### config.mk
export PLATFORM = sky130hd
export DESIGN_NAME = mem_arbiter
export DESIGN_NICKNAME = d
export VERILOG_FILES = /design/src/rtl/mem_arb_pkg.sv /design/src/rtl/mem_arb_rr.sv /design/src/rtl/mem_arbiter.sv
export SDC_FILE = /design/constraint.sdc
export NUM_CORES = 1
export LEC_CHECK = 0
export ABC_AREA = 1
export CORE_ASPECT_RATIO = 0.8
export CORE_UTILIZATION = 42
export DETAILED_ROUTE_END_ITERATION = 10
export PLACE_DENSITY = 0.81
export RECOVER_POWER = 50
export SLEW_MARGIN = 40
export SYNTH_ARGS = -nofsm -noshare
export SYNTH_HDL_FRONTEND = slang
export SYNTH_SLANG_ARGS = --single-unit
export TNS_END_PERCENT = 30
### constraint.sdc
create_clock -name iCLK -period 6.4 [get_ports iCLK]
set_input_delay 1.6 -clock iCLK [delete_from_list [all_inputs] [get_ports iCLK]]
set_output_delay 1.6 -clock iCLK [all_outputs]
set_load 0.02 [all_outputs]
### src/rtl/mem_arb_pkg.sv
// Shared types and constants for the two-port memory arbiter.
package mem_arb_pkg;

    typedef enum logic [1:0] {
        IDLE   = 2'd0,
        ACCESS = 2'd1,
        DONE   = 2'd2
    } arbState_t;

    // Default SRAM window, byte addresses, both ends inclusive.
    localparam logic [31:0] SRAM_BEGIN_DEFAULT = 32'h1004_0000;
    localparam logic [31:0] SRAM_END_DEFAULT   = 32'h1024_0000;

    // Wide enough for SRAM_WAIT values 0..15.
    localparam int WAIT_CNT_W = 4;

endpackage

### src/rtl/mem_arb_rr.sv
// Two-way round-robin selector: on contention, the port not served last wins.
module mem_arb_rr
(
    input  logic       iReq0,
    input  logic       iReq1,
    input  logic       iLastServed,
    output logic [1:0] oGrant,
    output logic       oWinner
);

    // Pick the winner; an uncontested request wins outright.
    always_comb begin
        oWinner = 1'b0;
        if (iReq0 && iReq1) begin
            oWinner = ~iLastServed;
        end else if (iReq1) begin
            oWinner = 1'b1;
        end
        oGrant = 2'b00;
        if (iReq0 || iReq1) begin
            oGrant = oWinner ? 2'b10 : 2'b01;
        end
    end

endmodule

### src/rtl/mem_arbiter.sv
// Two-port memory arbiter: CPU (port 0) and DMA/video (port 1) share one
// memory bus; SRAM-region accesses take extra wait cycles.
//
// state  | meaning
// IDLE   | bus idle, requests sampled, winner latched
// ACCESS | strobes driven from the latched request; wait counter runs down
// DONE   | one-cycle ack pulse to the owner
module mem_arbiter
    import mem_arb_pkg::*;
#(
    parameter int unsigned  SRAM_WAIT      = 2,
    parameter logic [31:0]  BEGINNING_SRAM = SRAM_BEGIN_DEFAULT,
    parameter logic [31:0]  END_SRAM       = SRAM_END_DEFAULT
)
(
    input  logic        iCLK,
    input  logic        iRST,
    input  logic        iReq0,
    input  logic        iReq1,
    input  logic        iWe0,
    input  logic        iWe1,
    input  logic [31:0] iAddr0,
    input  logic [31:0] iAddr1,
    input  logic [31:0] iWData0,
    input  logic [31:0] iWData1,
    input  logic [3:0]  iBE0,
    input  logic [3:0]  iBE1,
    output logic        oAck0,
    output logic        oAck1,
    output logic [31:0] oRData0,
    output logic [31:0] oRData1,
    output logic        oMemRead,
    output logic        oMemWrite,
    output logic [31:0] oAddress,
    output logic [31:0] oWriteData,
    output logic [3:0]  oByteEnable,
    input  logic [31:0] iMemData
);

    localparam logic [WAIT_CNT_W-1:0] WAIT_LOAD = WAIT_CNT_W'(SRAM_WAIT);

    arbState_t              state;
    arbState_t              nextState;

    logic                   latWe;
    logic [31:0]            latAddr;
    logic [31:0]            latWData;
    logic [3:0]             latBE;
    logic                   owner;
    logic                   firstAccess;
    logic                   lastServed;
    logic [WAIT_CNT_W-1:0]  waitCnt;
    logic [31:0]            rData0;
    logic [31:0]            rData1;

    logic [1:0]             grant;
    logic                   winner;
    logic                   anyReq;
    logic                   inSram;
    logic                   lastAccess;

    logic                   winWe;
    logic [31:0]            winAddr;
    logic [31:0]            winWData;
    logic [3:0]             winBE;

    mem_arb_rr uRr (
        .iReq0       (iReq0),
        .iReq1       (iReq1),
        .iLastServed (lastServed),
        .oGrant      (grant),
        .oWinner     (winner)
    );

    assign anyReq = |grant;

    // Region decode looks only at the latched address, never the live inputs.
    assign inSram = (latAddr >= BEGINNING_SRAM) && (latAddr <= END_SRAM);

    // Terminal count: non-SRAM accesses finish at once, SRAM ones when the counter hits zero.
    assign lastAccess = (state == ACCESS) && (!inSram || (waitCnt == '0));

    // Route the winning port's request fields toward the latch.
    always_comb begin
        winWe    = winner ? iWe1    : iWe0;
        winAddr  = winner ? iAddr1  : iAddr0;
        winWData = winner ? iWData1 : iWData0;
        winBE    = winner ? iBE1    : iBE0;
    end

    // State register.
    always_ff @(posedge iCLK or posedge iRST) begin
        if (iRST) begin
            state <= IDLE;
        end else begin
            state <= nextState;
        end
    end

    // Next state and bus/ack outputs; memory side is quiet outside ACCESS.
    always_comb begin
        nextState   = state;
        oMemRead    = 1'b0;
        oMemWrite   = 1'b0;
        oAddress    = '0;
        oWriteData  = '0;
        oByteEnable = '0;
        oAck0       = 1'b0;
        oAck1       = 1'b0;
        case (state)
            IDLE: begin
                if (anyReq) begin
                    nextState = ACCESS;
                end
            end
            ACCESS: begin
                oAddress    = latAddr;
                oWriteData  = latWData;
                oByteEnable = latBE;
                oMemRead    = ~latWe;
                oMemWrite   = latWe & firstAccess;
                if (lastAccess) begin
                    nextState = DONE;
                end
            end
            DONE: begin
                oAck0     = ~owner;
                oAck1     = owner;
                nextState = IDLE;
            end
            default: begin
                nextState = IDLE;
            end
        endcase
    end

    // Request latch, wait counter, round-robin pointer and read-data capture.
    always_ff @(posedge iCLK or posedge iRST) begin
        if (iRST) begin
            latWe       <= 1'b0;
            latAddr     <= '0;
            latWData    <= '0;
            latBE       <= '0;
            owner       <= 1'b0;
            firstAccess <= 1'b0;
            lastServed  <= 1'b1;
            waitCnt     <= '0;
            rData0      <= '0;
            rData1      <= '0;
        end else begin
            case (state)
                IDLE: begin
                    if (anyReq) begin
                        latWe       <= winWe;
                        latAddr     <= winAddr;
                        latWData    <= winWData;
                        latBE       <= winBE;
                        owner       <= winner;
                        lastServed  <= winner;
                        firstAccess <= 1'b1;
                        waitCnt     <= WAIT_LOAD;
                    end
                end
                ACCESS: begin
                    firstAccess <= 1'b0;
                    if (!lastAccess && (waitCnt != '0)) begin
                        waitCnt <= waitCnt - 1'b1;
                    end
                    if (lastAccess && !latWe) begin
                        if (owner) begin
                            rData1 <= iMemData;
                        end else begin
                            rData0 <= iMemData;
                        end
                    end
                end
                default: begin
                end
            endcase
        end
    end

    assign oRData0 = rData0;
    assign oRData1 = rData1;

endmodule

==> results.txt <==
----------------------------------------------------
[Outcome]
  Status ... complete, but fails checks
  Violated checks ... capacitance limit, slew limit

[Cells and area]
  Number of diodes added for antenna fixing ... 0
  Number of nets in the layout ... 1287
  Final instance area ... approximately 11000 um^2
  Number of cells in the finished layout apart from fillers ... around 1300
  Area growth from synthesis to layout ... 55.2%
  Share of layout cells above drive strength 1 ... 4.72%

[Worst setup path]
  Capturing element type of the critical path ... flop
  Endpoint required time on the critical path ... between 6 and 7 ns
  CP Launch Type ... input port
  Largest fanout on the critical path ... between 80 and 90
  Path type of the worst setup path ... in2reg
  CP arrival ... approximately 4.7 ns

[Floorplan]
  Die area ... 16600 um^2
  Height of the chip ... approximately 120 um
  Horizontal die dimension ... roughly 140 um
  Std-Cell Rows ... approximately 40
  Core area ... about 16000 um^2
  Initial core utilization ... 43.0%
  IO Count ... 310

[Power and ir drop]
  Static Leakage ... around 0.0047 uW
  Worst vdd ir ... around 0.27 mV
  Areal power density over the cells ... around 510 nW/um^2
  Total power ... roughly 5300 uW

[GRT]
  Remaining Overflow, GRT ... 0
  Maximum number of pins on one net before global-route repair ... 108
  First-pass GRT wire length ... 33.7 mm
  Total Routing Usage GR ... 26.7%
  Number of global-route vias before repair ... 6438
  Antenna violations before repair ... 0

[Timing]
  Share of the clock period used by the worst path ... between 60% and 70%
  Clk_skew ... between 0.01 and 0.015 ns
  Total count of max-transition violations in the final report ... a little under 50
  Final setup viols ... 0
  Max-slew headroom ... -54.7%
  Setup TNS ... 0 ns
  Final hold viol count ... 0
  Slew @ Worst Pin ... 2.31 ns
  Unrepaired setup endpoints after global routing ... no
  Upper clock frequency limit ... around 230 MHz
  Period minus WS final ... 4.44 ns

[Drt]
  Number of optimization iterations in the first detailed-route pass ... 5
  Via count ... roughly 7000
  Average via count per standard cell ... between 5 and 6
  DRT iter0 DRCs ... roughly 510
  Drc violations ... 0
  Post-detailed-route count of antenna-violating nets ... 0
  Wire length reported by the detailed router ... ~22 mm
  Post-DR wirelength/cell ... 16.5 um

[Place]
  Cell area after placement ... roughly 9900 um^2
  Placer's final routability congestion estimate ... roughly 0.84
  Number of input and output port buffers inserted ... just over 300
  Placed cell count ... 1306
  Post-DP HPWL ... between 10 and 15 mm

[Clock network]
  Post-cts gate resize count ... 0
  H-Tree Level Count ... 4
  CTS tree ... built
  CTS Sinks ... around 140
  Count of hold-fix buffers inserted at cts ... 0
  Clock Root Buffer ... sky130_fd_sc_hd__clkbuf_16
  Clock tree buffer depth ... 2
  Post-CTS setup-driven buffer insertion count ... 0
  Clock insertion delay at the later pin of the skew report ... 0.42 ns
  CTS clock-pin slew for the worst setup and hold paths ... 0.06 ns
  Number of buffers created by CTS ... 17

[Yosys]
  Count of state elements after synthesis ... approximately 140
  Average cell area after synthesis ... between 8 and 9 um^2
  Netlist cell types ... 27
  Mapped Nets ... between 1000 and 1500
  Netlist area before placement ... slightly below 7000 um^2
  Seq/Total Area, Yosys ... 52.5%
  Synth warn ... 0
  Post-synthesis instance total ... 837

[Job]
  Total of max-cap violations ... 1

[Worst hold path]
  Hold crit path type ... reg2reg

----------------------------------------------------
kinds of logic (layout without fill, tap and decap cells):
kind of cell,after synthesis,after routing,share of synthesized area [%]
flip-flops,142,142,52.5
AO/OA/AOI/OAI,144,144,12.0
adder cells (fa/ha/maj),2,2,0.370
buffers and inverters,143,430,9.19
XOR/XNOR,2,2,0.259
AND/OR/NAND/NOR,404,404,25.6
per-stage QoR:
stage	util [%]	worst slack, ns	hold WS (ns)
2_1_floorplan	-	0.992	0.448
3_3_place_gp	62.7	2.25	0.452
5_1_grt	66.7	1.74	0.481
6_report	66.7	1.96	0.465
4_1_cts	66.6	2.31	0.472
3_5_place_dp	62.7	2.30	0.457
layout make-up:
cell class | count | area, um^2
Clock buffer | 19 | 453
Clock inverter | 13 | 155
Fill cell | 1269 | 5250
Inverter | 80 | 305
Multi-Input combinational cell | 552 | 2580
Sequential cell | 142 | 3550
Tap cell | 215 | 269
Timing Repair Buffer | 318 | 3180
Yosys cell counts, drive strengths merged:
| cell | number | share of area, % |
|---|---|---|
| nor2 | 162 | 9.2 |
| nand2 | 160 | 8.9 |
| dfrtp | 141 | 52 |
| inv | 79 | 4.4 |
| o21ai | 72 | 5.4 |
| o22ai | 69 | 6.4 |
| nand4 | 67 | 6.2 |
| buf | 39 | 3.4 |
| clkbuf | 24 | 1.4 |
| nand3 | 10 | 0.89 |
| nor3 | 4 | 0.30 |
| a21oi | 3 | 0.28 |
| ha | 2 | 0.37 |
| xnor2 | 2 | 0.26 |
| clkinv | 1 | 0.055 |
| dfstp | 1 | 0.39 |
| nor3b | 1 | 0.11 |
worst max-delay path, stage by stage:
cell                            delay [ns]
sky130_fd_sc_hd__dlygate4sd3_1        0.58
sky130_fd_sc_hd__o21ai_0              0.73
sky130_fd_sc_hd__clkinv_2             0.84
sky130_fd_sc_hd__buf_4                0.60
sky130_fd_sc_hd__o21ai_0              0.17
sky130_fd_sc_hd__o22ai_1              0.13
layout by cell type, fill, tap and decap left out, types with 4 or more instances in the layout:
cell	Yosys	routed
sky130_fd_sc_hd__clkdlybuf4s50_1	0	278
sky130_fd_sc_hd__nor2_1	160	160
sky130_fd_sc_hd__nand2_1	159	158
sky130_fd_sc_hd__dfrtp_1	141	141
sky130_fd_sc_hd__inv_1	77	74
sky130_fd_sc_hd__o21ai_0	71	72
sky130_fd_sc_hd__o22ai_1	69	69
sky130_fd_sc_hd__nand4_1	67	67
sky130_fd_sc_hd__dlygate4sd3_1	0	31
sky130_fd_sc_hd__clkbuf_16	0	17
sky130_fd_sc_hd__nand3_1	8	9
sky130_fd_sc_hd__buf_4	2	8
sky130_fd_sc_hd__nor3_1	4	4
sky130_fd_sc_hd__clkinv_4	0	4
registers in the layout (all words and copies together) (netlist names):
name / flops
owner: 1
oRData1: 32
firstAccess: 1
latBE: 4
latWe: 1
oRData0: 32
latWData: 32
state: 2
lastServed: 1
latAddr: 32
waitCnt: 4
power breakdown:
group / internal, uW / leakage (uW) / switching [uW]
Clock: 604 / 0.000294 / 409
Combinational: 1090 / 0.00272 / 1660
Sequential: 1350 / 0.00172 / 209
Total: 3050 / 0.00474 / 2280
worst paths after layout:
| kind | from | cells after the start | end | slack [ns] |
|---|---|---|---|---|
| worst max register to register | latAddr[24] | 9 | oRData1[29] | 3.04 |
| worst min register to register | oRData0[27] | 2 | oRData0[27] | 0.46 |
| worst max-delay path | iReq1 | 6 | latWData[13] | 1.96 |
| worst min-delay path | oRData0[27] | 2 | oRData0[27] | 0.46 |
| max in group asynchronous | iRST | 4 | lastServed | 2.55 |
| min in group asynchronous | iRST | 2 | latWData[13] | 2.26 |
per-layer routing:
metal	track usage, %	routed length (um)	vias up
met4	9.72	493	0
met2	44.3	10800	273
met1	33.1	8940	3232
met5	0	0	-
li1	-	-	3330
met3	8.02	1800	31
Note: power is estimated with default switching activity, not from simulation.
